## config.mk

```make
export PLATFORM = sky130hd
export DESIGN_NAME = timer_io
export DESIGN_NICKNAME = d
export VERILOG_FILES = /design/src/rtl/timer_io.sv
export SDC_FILE = /design/constraint.sdc
export NUM_CORES = 1
export LEC_CHECK = 0
export CAP_MARGIN = 5
export CORE_UTILIZATION = 31
export CTS_BUF_LIST = sky130_fd_sc_hd__clkbuf_4
export DETAILED_ROUTE_END_ITERATION = 12
export GPL_ROUTABILITY_DRIVEN = 0
export PLACE_DENSITY = 0.55
export SYNTH_ARGS = -nofsm -noshare
export SYNTH_HDL_FRONTEND = slang
export SYNTH_SLANG_ARGS = --single-unit
```

## constraint.sdc

```tcl
create_clock -name clock -period 3.6 [get_ports clock]
set_input_delay 0.54 -clock clock [delete_from_list [all_inputs] [get_ports clock]]
set_output_delay 0.54 -clock clock [all_outputs]
set_load 0.02 [all_outputs]
```

## src/rtl/timer_io.sv

```systemverilog
// timer_io -- two-channel 16-bit timer/counter on the memory-mapped I/O bus.
//
// Each channel either counts system clocks (timing mode) or rising edges of
// an external, asynchronous pulse (counting mode), one-shot or auto-reload.
// A registered one-cycle terminal-count pulse is produced per channel.
//
// Ports:
//   clock      system clock, rising edge
//   reset      asynchronous active-high reset
//   cs         chip-select from the I/O decoder
//   addr[2:0]  byte offset in the window; addr[2:1] selects the register
//   iord/iowr  read / write strobes
//   wdata      16-bit write data
//   rdata      16-bit read data, zero when not selected for read
//   pulse0_in  external count source, channel 0 (asynchronous)
//   pulse1_in  external count source, channel 1 (asynchronous)
//   cout0/1    one-cycle terminal-count pulses
//
// Bus semantics: there is no handshake. A write takes effect on every clock
// edge where cs && iowr is high. A read is combinational: rdata shows the
// selected register while cs && iord is high. A status read also clears the
// done flag on the clock edge where it is presented.
//
// Register map (addr[2:1]):
//   0: ch0 mode (wr) / ch0 status (rd)   1: ch1 mode (wr) / ch1 status (rd)
//   2: ch0 init (wr) / ch0 count  (rd)   3: ch1 init (wr) / ch1 count  (rd)
// Status word: {mode[1], mode[0], 12'b0, running, done}
module timer_io #(
  parameter int SYNC_STAGES = 2  // synchronizer depth, must be >= 2
) (
  input  logic        clock,
  input  logic        reset,
  input  logic        cs,
  input  logic [2:0]  addr,
  input  logic        iord,
  input  logic        iowr,
  input  logic [15:0] wdata,
  output logic [15:0] rdata,
  input  logic        pulse0_in,
  input  logic        pulse1_in,
  output logic        cout0,
  output logic        cout1
);

  logic       wr_en;
  logic       rd_en;
  logic [1:0] sel;
  logic [1:0] pulse_raw;
  logic       unused_addr0;

  assign wr_en        = cs && iowr;
  assign rd_en        = cs && iord;
  assign sel          = addr[2:1];
  assign pulse_raw    = {pulse1_in, pulse0_in};
  assign unused_addr0 = addr[0];

  // Per-channel state
  logic [SYNC_STAGES-1:0] sync_q [2];
  logic [1:0]             prev_q;     // last synchronized level, for edge detect
  logic [1:0]             mode_q [2];
  logic [1:0]             mode_d [2];
  logic [15:0]            init_q [2];
  logic [15:0]            init_d [2];
  logic [15:0]            count_q [2];
  logic [15:0]            count_d [2];
  logic [1:0]             done_q, done_d;
  logic [1:0]             run_q, run_d;
  logic [1:0]             cout_q, cout_d;
  logic [1:0]             tick;

  // Tick source: every clock in timing mode, one clock per synchronized
  // rising edge in counting mode.
  always_comb begin
    tick = 2'b00;
    for (int ch = 0; ch < 2; ch++) begin
      if (mode_q[ch][0]) begin
        tick[ch] = sync_q[ch][SYNC_STAGES-1] & ~prev_q[ch];
      end else begin
        tick[ch] = 1'b1;
      end
    end
  end

  // Next-state logic. Priority per channel: a bus write to the channel beats
  // any tick or terminal event; a status-read clear is applied first so a
  // terminal event in the same cycle still leaves done set.
  always_comb begin
    for (int ch = 0; ch < 2; ch++) begin
      mode_d[ch]  = mode_q[ch];
      init_d[ch]  = init_q[ch];
      count_d[ch] = count_q[ch];
      done_d[ch]  = done_q[ch];
      run_d[ch]   = run_q[ch];
      cout_d[ch]  = 1'b0;

      if (rd_en && (sel == 2'(ch))) begin
        done_d[ch] = 1'b0;
      end

      if (wr_en && (sel == 2'(ch))) begin
        mode_d[ch] = wdata[1:0];
        done_d[ch] = 1'b0;
        run_d[ch]  = 1'b0;
      end else if (wr_en && (sel == 2'(ch + 2))) begin
        init_d[ch]  = wdata;
        count_d[ch] = wdata;
        run_d[ch]   = |wdata;
      end else if (run_q[ch] && tick[ch]) begin
        if (count_q[ch] > 16'd1) begin
          count_d[ch] = count_q[ch] - 16'd1;
        end else begin
          // Terminal count
          done_d[ch] = 1'b1;
          cout_d[ch] = 1'b1;
          if (mode_q[ch][1]) begin
            count_d[ch] = init_q[ch];
          end else begin
            count_d[ch] = 16'd0;
            run_d[ch]   = 1'b0;
          end
        end
      end
    end
  end

  always_ff @(posedge clock or posedge reset) begin
    if (reset) begin
      for (int ch = 0; ch < 2; ch++) begin
        sync_q[ch]  <= '0;
        mode_q[ch]  <= 2'b00;
        init_q[ch]  <= 16'd0;
        count_q[ch] <= 16'd0;
      end
      prev_q <= 2'b00;
      done_q <= 2'b00;
      run_q  <= 2'b00;
      cout_q <= 2'b00;
    end else begin
      for (int ch = 0; ch < 2; ch++) begin
        sync_q[ch]  <= {sync_q[ch][SYNC_STAGES-2:0], pulse_raw[ch]};
        prev_q[ch]  <= sync_q[ch][SYNC_STAGES-1];
        mode_q[ch]  <= mode_d[ch];
        init_q[ch]  <= init_d[ch];
        count_q[ch] <= count_d[ch];
      end
      done_q <= done_d;
      run_q  <= run_d;
      cout_q <= cout_d;
    end
  end

  // Combinational read mux
  always_comb begin
    rdata = 16'h0000;
    if (rd_en) begin
      case (sel)
        2'd0:    rdata = {mode_q[0], 12'h000, run_q[0], done_q[0]};
        2'd1:    rdata = {mode_q[1], 12'h000, run_q[1], done_q[1]};
        2'd2:    rdata = count_q[0];
        default: rdata = count_q[1];
      endcase
    end
  end

  assign cout0 = cout_q[0];
  assign cout1 = cout_q[1];

endmodule

```

## Word-level counts from Yosys, hierarchy flattened

Cells that the tools add are included.

| word-level totals | value |
|---|---|
| flip-flop bits (word level) | 80 |
| bits of input ports | 26 |
| output and inout port bits | 18 |
| logic and storage cells | 92 |

| operators by class | value |
|---|---|
| $add $sub $neg | 2 |
| $lt $le $gt $ge | 2 |
| equality and inequality tests | 7 |
| muxes and demuxes | 40 |
| bitwise gates (word level) | 6 |
| reductions and logical operators | 22 |

Operators with widths:

| cell | count |
|---|---|
| $mux W16 | 9 |
| $pmux W16 S3 | 1 |
| $gt A16 B1 Y1 const B | 2 |
| $sub A16 B1 Y16 const B | 2 |
| $mux W1 | 30 |
| $reduce_or A16 Y1 | 1 |
| $logic_and A1 B1 Y1 | 10 |
| $reduce_and A2 Y1 | 4 |
| $ne A3 B1 Y1 const B | 2 |
| $ne A3 B3 Y1 const B | 2 |
| $reduce_and A3 Y1 | 2 |
| $reduce_bool A3 Y1 | 2 |
| $eq A2 B2 Y1 const B | 2 |
| $not A1 Y1 | 4 |
| $reduce_bool A2 Y1 | 2 |
| $and A1 B1 Y1 | 2 |
| $eq A2 B1 Y1 const B | 1 |
| $logic_not A2 Y1 | 1 |

## Longest topological paths before layout

| logic depth | value |
|---|---|
| depth after elaboration | 7 |
| depth in mapped cells | 9 |
| mapped depth without buffers | 7 |

## Least setup slack after synthesis

OpenSTA, ideal clock, no wires.

| timing | value |
|---|---|
| kind | input to output |
| from | input port addr[1] |
| to | output port rdata[10] |
| arrival time | 1.642 ns |
| data required time | 3.060 ns |
| slack | 1.418 ns |
| stages | 4 |
| cell sequence | buf_2 > buf_1 > mux2i_1 > nor2_1 |

| between the ends | value |
|---|---|
| longest elaborated chain between the ends | 3 |
| elaborated cells on any way between the ends | 5 |

RTL lines:

| what | RTL line | source |
|---|---|---|
| start, declared | 34 | `input logic [2:0] addr,` |
| $eq A2 B2 Y1, or another cell as far along | 156 | `case (sel)` |
| $pmux W16 S3 (*) | 156 |  |
| $mux W16 (*) | 155 | `if (rd_en) begin` |
| end, declared | 38 | `output logic [15:0] rdata,` |

Mark *: on every way between the ends. The rest lies on a longest branch, timed or not.

## Final worst setup path

| timing | value |
|---|---|
| from | input port addr[2] |
| to | output port rdata[14] |

The elaborated chain is that of the path after synthesis.

==> results.py <==
metrics = {
    "critical_path": {
        "cp_num_buf_inv": 2,
        "path_cells": "clkdlybuf4s50_1, mux4_2, and3_1, clkdlybuf4s50_1",
        "setup.worst_path.end_class": "output port",
        "ff2ff_path_depth": 7,
        "startpoint_type": "input port",
        "crit_arrival_ns": 2.54,
        "r2r_start": "count_q[0]",
        "cp.required_ns": 3.06,
        "cpMostUsedCell": "clkdlybuf4s50_1",
        "r2r_end": "run_q[1]",
        "r2r_setup_slack_ns": 0.99,
        "worstSetupPathType": "input port to output port",
        "path_delay_family": "buffers and inverters",
        "crit_path_max_fanout": 10,
        "critPathMaxStageDelay_ns": 0.71,
        "cp_slowest_cell": "clkdlybuf4s50_1",
    },
    "detailed_routing": {
        "wl_per_cell_um": 19.8,
        "vias": 4351,
        "detail-route-antenna-nets": 0,
        "drcViolationCount": 0,
        "drtIter0Drc": 320,
        "viasPerCell": 5.76,
        "drtPass1Iterations": 4,
        "wl_um": 14900,
    },
    "placement": {
        "dp_hpwl_um": 10600,
        "placedCellCount": 741,
        "placed_cell_area_mm2": 0.00523,
        "pre_cts_ws_ns": 0.510,
        "io_buffers": 42,
    },
    "sta": {
        "finalClockSkew_ns": 0.0173,
        "slew_headroom": 0.423,
        "period_share": 0.857,
        "whs_ns": 0.365,
        "hold_violations": 0,
        "setup_viol": 0,
        "setup_slack_ns": 0.516,
        "tightest_slew_ns": 0.864,
        "slew_viol_final": 0,
        "min_period_ns": 3.08,
        "rsz0062_at_grt": "false",
        "fmax_mhz": 324,
        "tns_ns": 0,
    },
    "global_route": {
        "overflow": 0,
        "grt_max_degree": 47,
        "grt_pass1_wl_um": 23900,
        "grt_pass1_vias": 4277,
        "grt_usage": 0.212,
        "antenna_found_initial": 0,
    },
    "clock_network": {
        "numCtsBuffers": 9,
        "cts_sinks": 80,
        "cts_tree": "done",
        "post_cts_buffers": 0,
        "root_buffer": "clkbuf_4",
        "htree_levels": 3,
        "hold_buffers": 0,
        "clkLatencyLatePin_ns": 0.46,
        "cts_resized": 0,
        "clk_pin_slew_ns": 0.12,
        "cts_max_path_buffers": 2,
    },
    "yosys": {
        "synth-edff-count": 0,
        "ys_seq_elements": 80,
        "synth.distinct_cells": 69,
        "syn_area_mm2": 0.00458,
        "ys_warn_count": 0,
        "yosys-top-cells-count": "nand2_1 (116), dfrtp_1 (80), nor2_1 (54), o21ai_0 (31), a21oi_1 (21)",
        "avgSynthCellArea_um2": 8.67,
        "synthTopCellsByArea": "dfrtp_1 (44%), nand2_1 (9.5%), nor2_1 (4.4%)",
        "synth.net_count": 558,
        "yosysSeqAreaShare": 0.438,
        "yosysTopAreaCellShare": 0.438,
        "synth_ff_type": "dfrtp_1",
        "yosysTopAreaCell": "dfrtp_1",
        "synth.most_common_cell": "nand2_1",
        "syn_inst": 528,
        "async_flop_share": 1.00,
    },
    "power": {
        "p_int_mw": 1.73,
        "total_power_mw": 2.96,
        "power_switching_mw": 1.23,
        "p_leak_nw": 2.28,
        "pwr-share-comb": 0.342,
        "p_seq_frac": 0.505,
        "peakVddDrop_v": 0.000192,
        "powerDensity_mw_per_mm2": 556,
        "swShare": 0.417,
        "clkPwrFrac": 0.154,
    },
    "worst_hold_path": {
        "min_path_type": "flip-flop to flip-flop",
        "hold_depth": 0,
        "min_to": "sync_q[1]",
        "holdCritStartpoint": "sync_q[0]",
    },
    "floorplan": {
        "ioPinCount": 44,
        "dieWidth_um": 123,
        "core-area_mm2": 0.0145,
        "die_h_um": 123,
        "rows": 44,
        "start_util": 0.316,
        "fp.dieArea_mm2": 0.0152,
    },
    "finish": {
        "n_antenna_cell": 0,
        "nets": 598,
        "fin_area_mm2": 0.00532,
        "fillCellCount": 1508,
        "finish.utilization": 0.368,
        "areaGrowthSynthToFinish_pct": 16.4,
        "fin_cells": 755,
        "drive_above_1_share": 0.0876,
    },
    "run_status": {
        "outcome": "finished, final reports clean",
    },
    "job": {
        "maxCapViolCount": 0,
    },
}
-- layer usage --
layer | wire length (µm) | share of wire | track usage
met1 | 6940 | 0.46 | 0.297
met2 | 6670 | 0.45 | 0.316
met3 | 890 | 0.060 | 0.0369
met4 | 440 | 0.029 | 0.0971
met5 | 0 | 0 | 0
-- cells by family after synthesis --
kind of cell / count (synthesis) / share of synthesized area
buf+inv: 42 / 0.0380
compound gates: 120 / 0.179
mux: 18 / 0.0509
xor+xnor: 11 / 0.0211
simple gates: 253 / 0.263
fa+ha+maj: 4 / 0.0109
flops: 80 / 0.438
-- cells in the final DEF (no fill, tap or decap), drive strengths merged, types with 10 or more instances in the layout --
| master | count |
|---|---|
| nand3 | 16 |
| clkbuf | 11 |
| buf | 18 |
| inv | 10 |
| o21ai | 32 |
| nor2 | 54 |
| nand2 | 117 |
| clkdlybuf4s50 | 42 |
| mux2i | 12 |
| nor3 | 12 |
| dfrtp | 80 |
| a21oi | 21 |
| nor4 | 15 |
-- worst reg2reg max path: stages (launching register included) --
cell and delay, ns:
dfrtp_1 0.46, inv_1 0.12, ha_1 0.34, nor2_1 0.13
and4b_1 0.55, nand2_1 0.36, o311ai_0 0.38, o21ai_0 0.14
-- area by class of cell --
type | instances | area [µm²] | area share
flip-flops and latches | 80 | 2000 | 0.376
inverters | 11 | 42.5 | 0.00799
clock inverters | 3 | 11.3 | 0.00212
clock buffers | 11 | 82.6 | 0.0155
multi-input cells | 406 | 2400 | 0.451
repair buffers | 60 | 556 | 0.104
well taps | 184 | 230 | 0.0432
-- sequential cells by signal, indices dropped and copies added (netlist names) --
name,flops
count_q,32
mode_q,4
run_q,2
prev_q,2
done_q,2
cout_q,2
init_q,32
sync_q,4
-- power by group through the flow --
| stage | Combinational [mW] | Clock [mW] | Sequential [mW] |
|---|---|---|---|
| 6_report | 1.01 | 0.455 | 1.49 |
| 5_1_grt | 1.13 | 0.503 | 1.53 |
| 4_1_cts | 1.01 | 0.468 | 1.49 |
| 3_5_place_dp | 1.00 | 0 | 1.51 |
| 3_3_place_gp | 0.983 | 0 | 1.49 |
| 2_1_floorplan | 0.768 | 0 | 1.34 |
-- how the worst max path moves through the flow --
stage,from,end,slack [ns],cells past startpoint
after floorplan,reset,count_q[0],1.01,1
after CTS,addr[2],rdata[14],0.51,4
final,addr[2],rdata[14],0.52,4
after detailed placement,addr[2],rdata[14],0.51,4
after global placement,addr[2],rdata[14],0.53,4
after global routing,addr[2],rdata[14],0.44,4
Power figures use the tool's default switching activity.
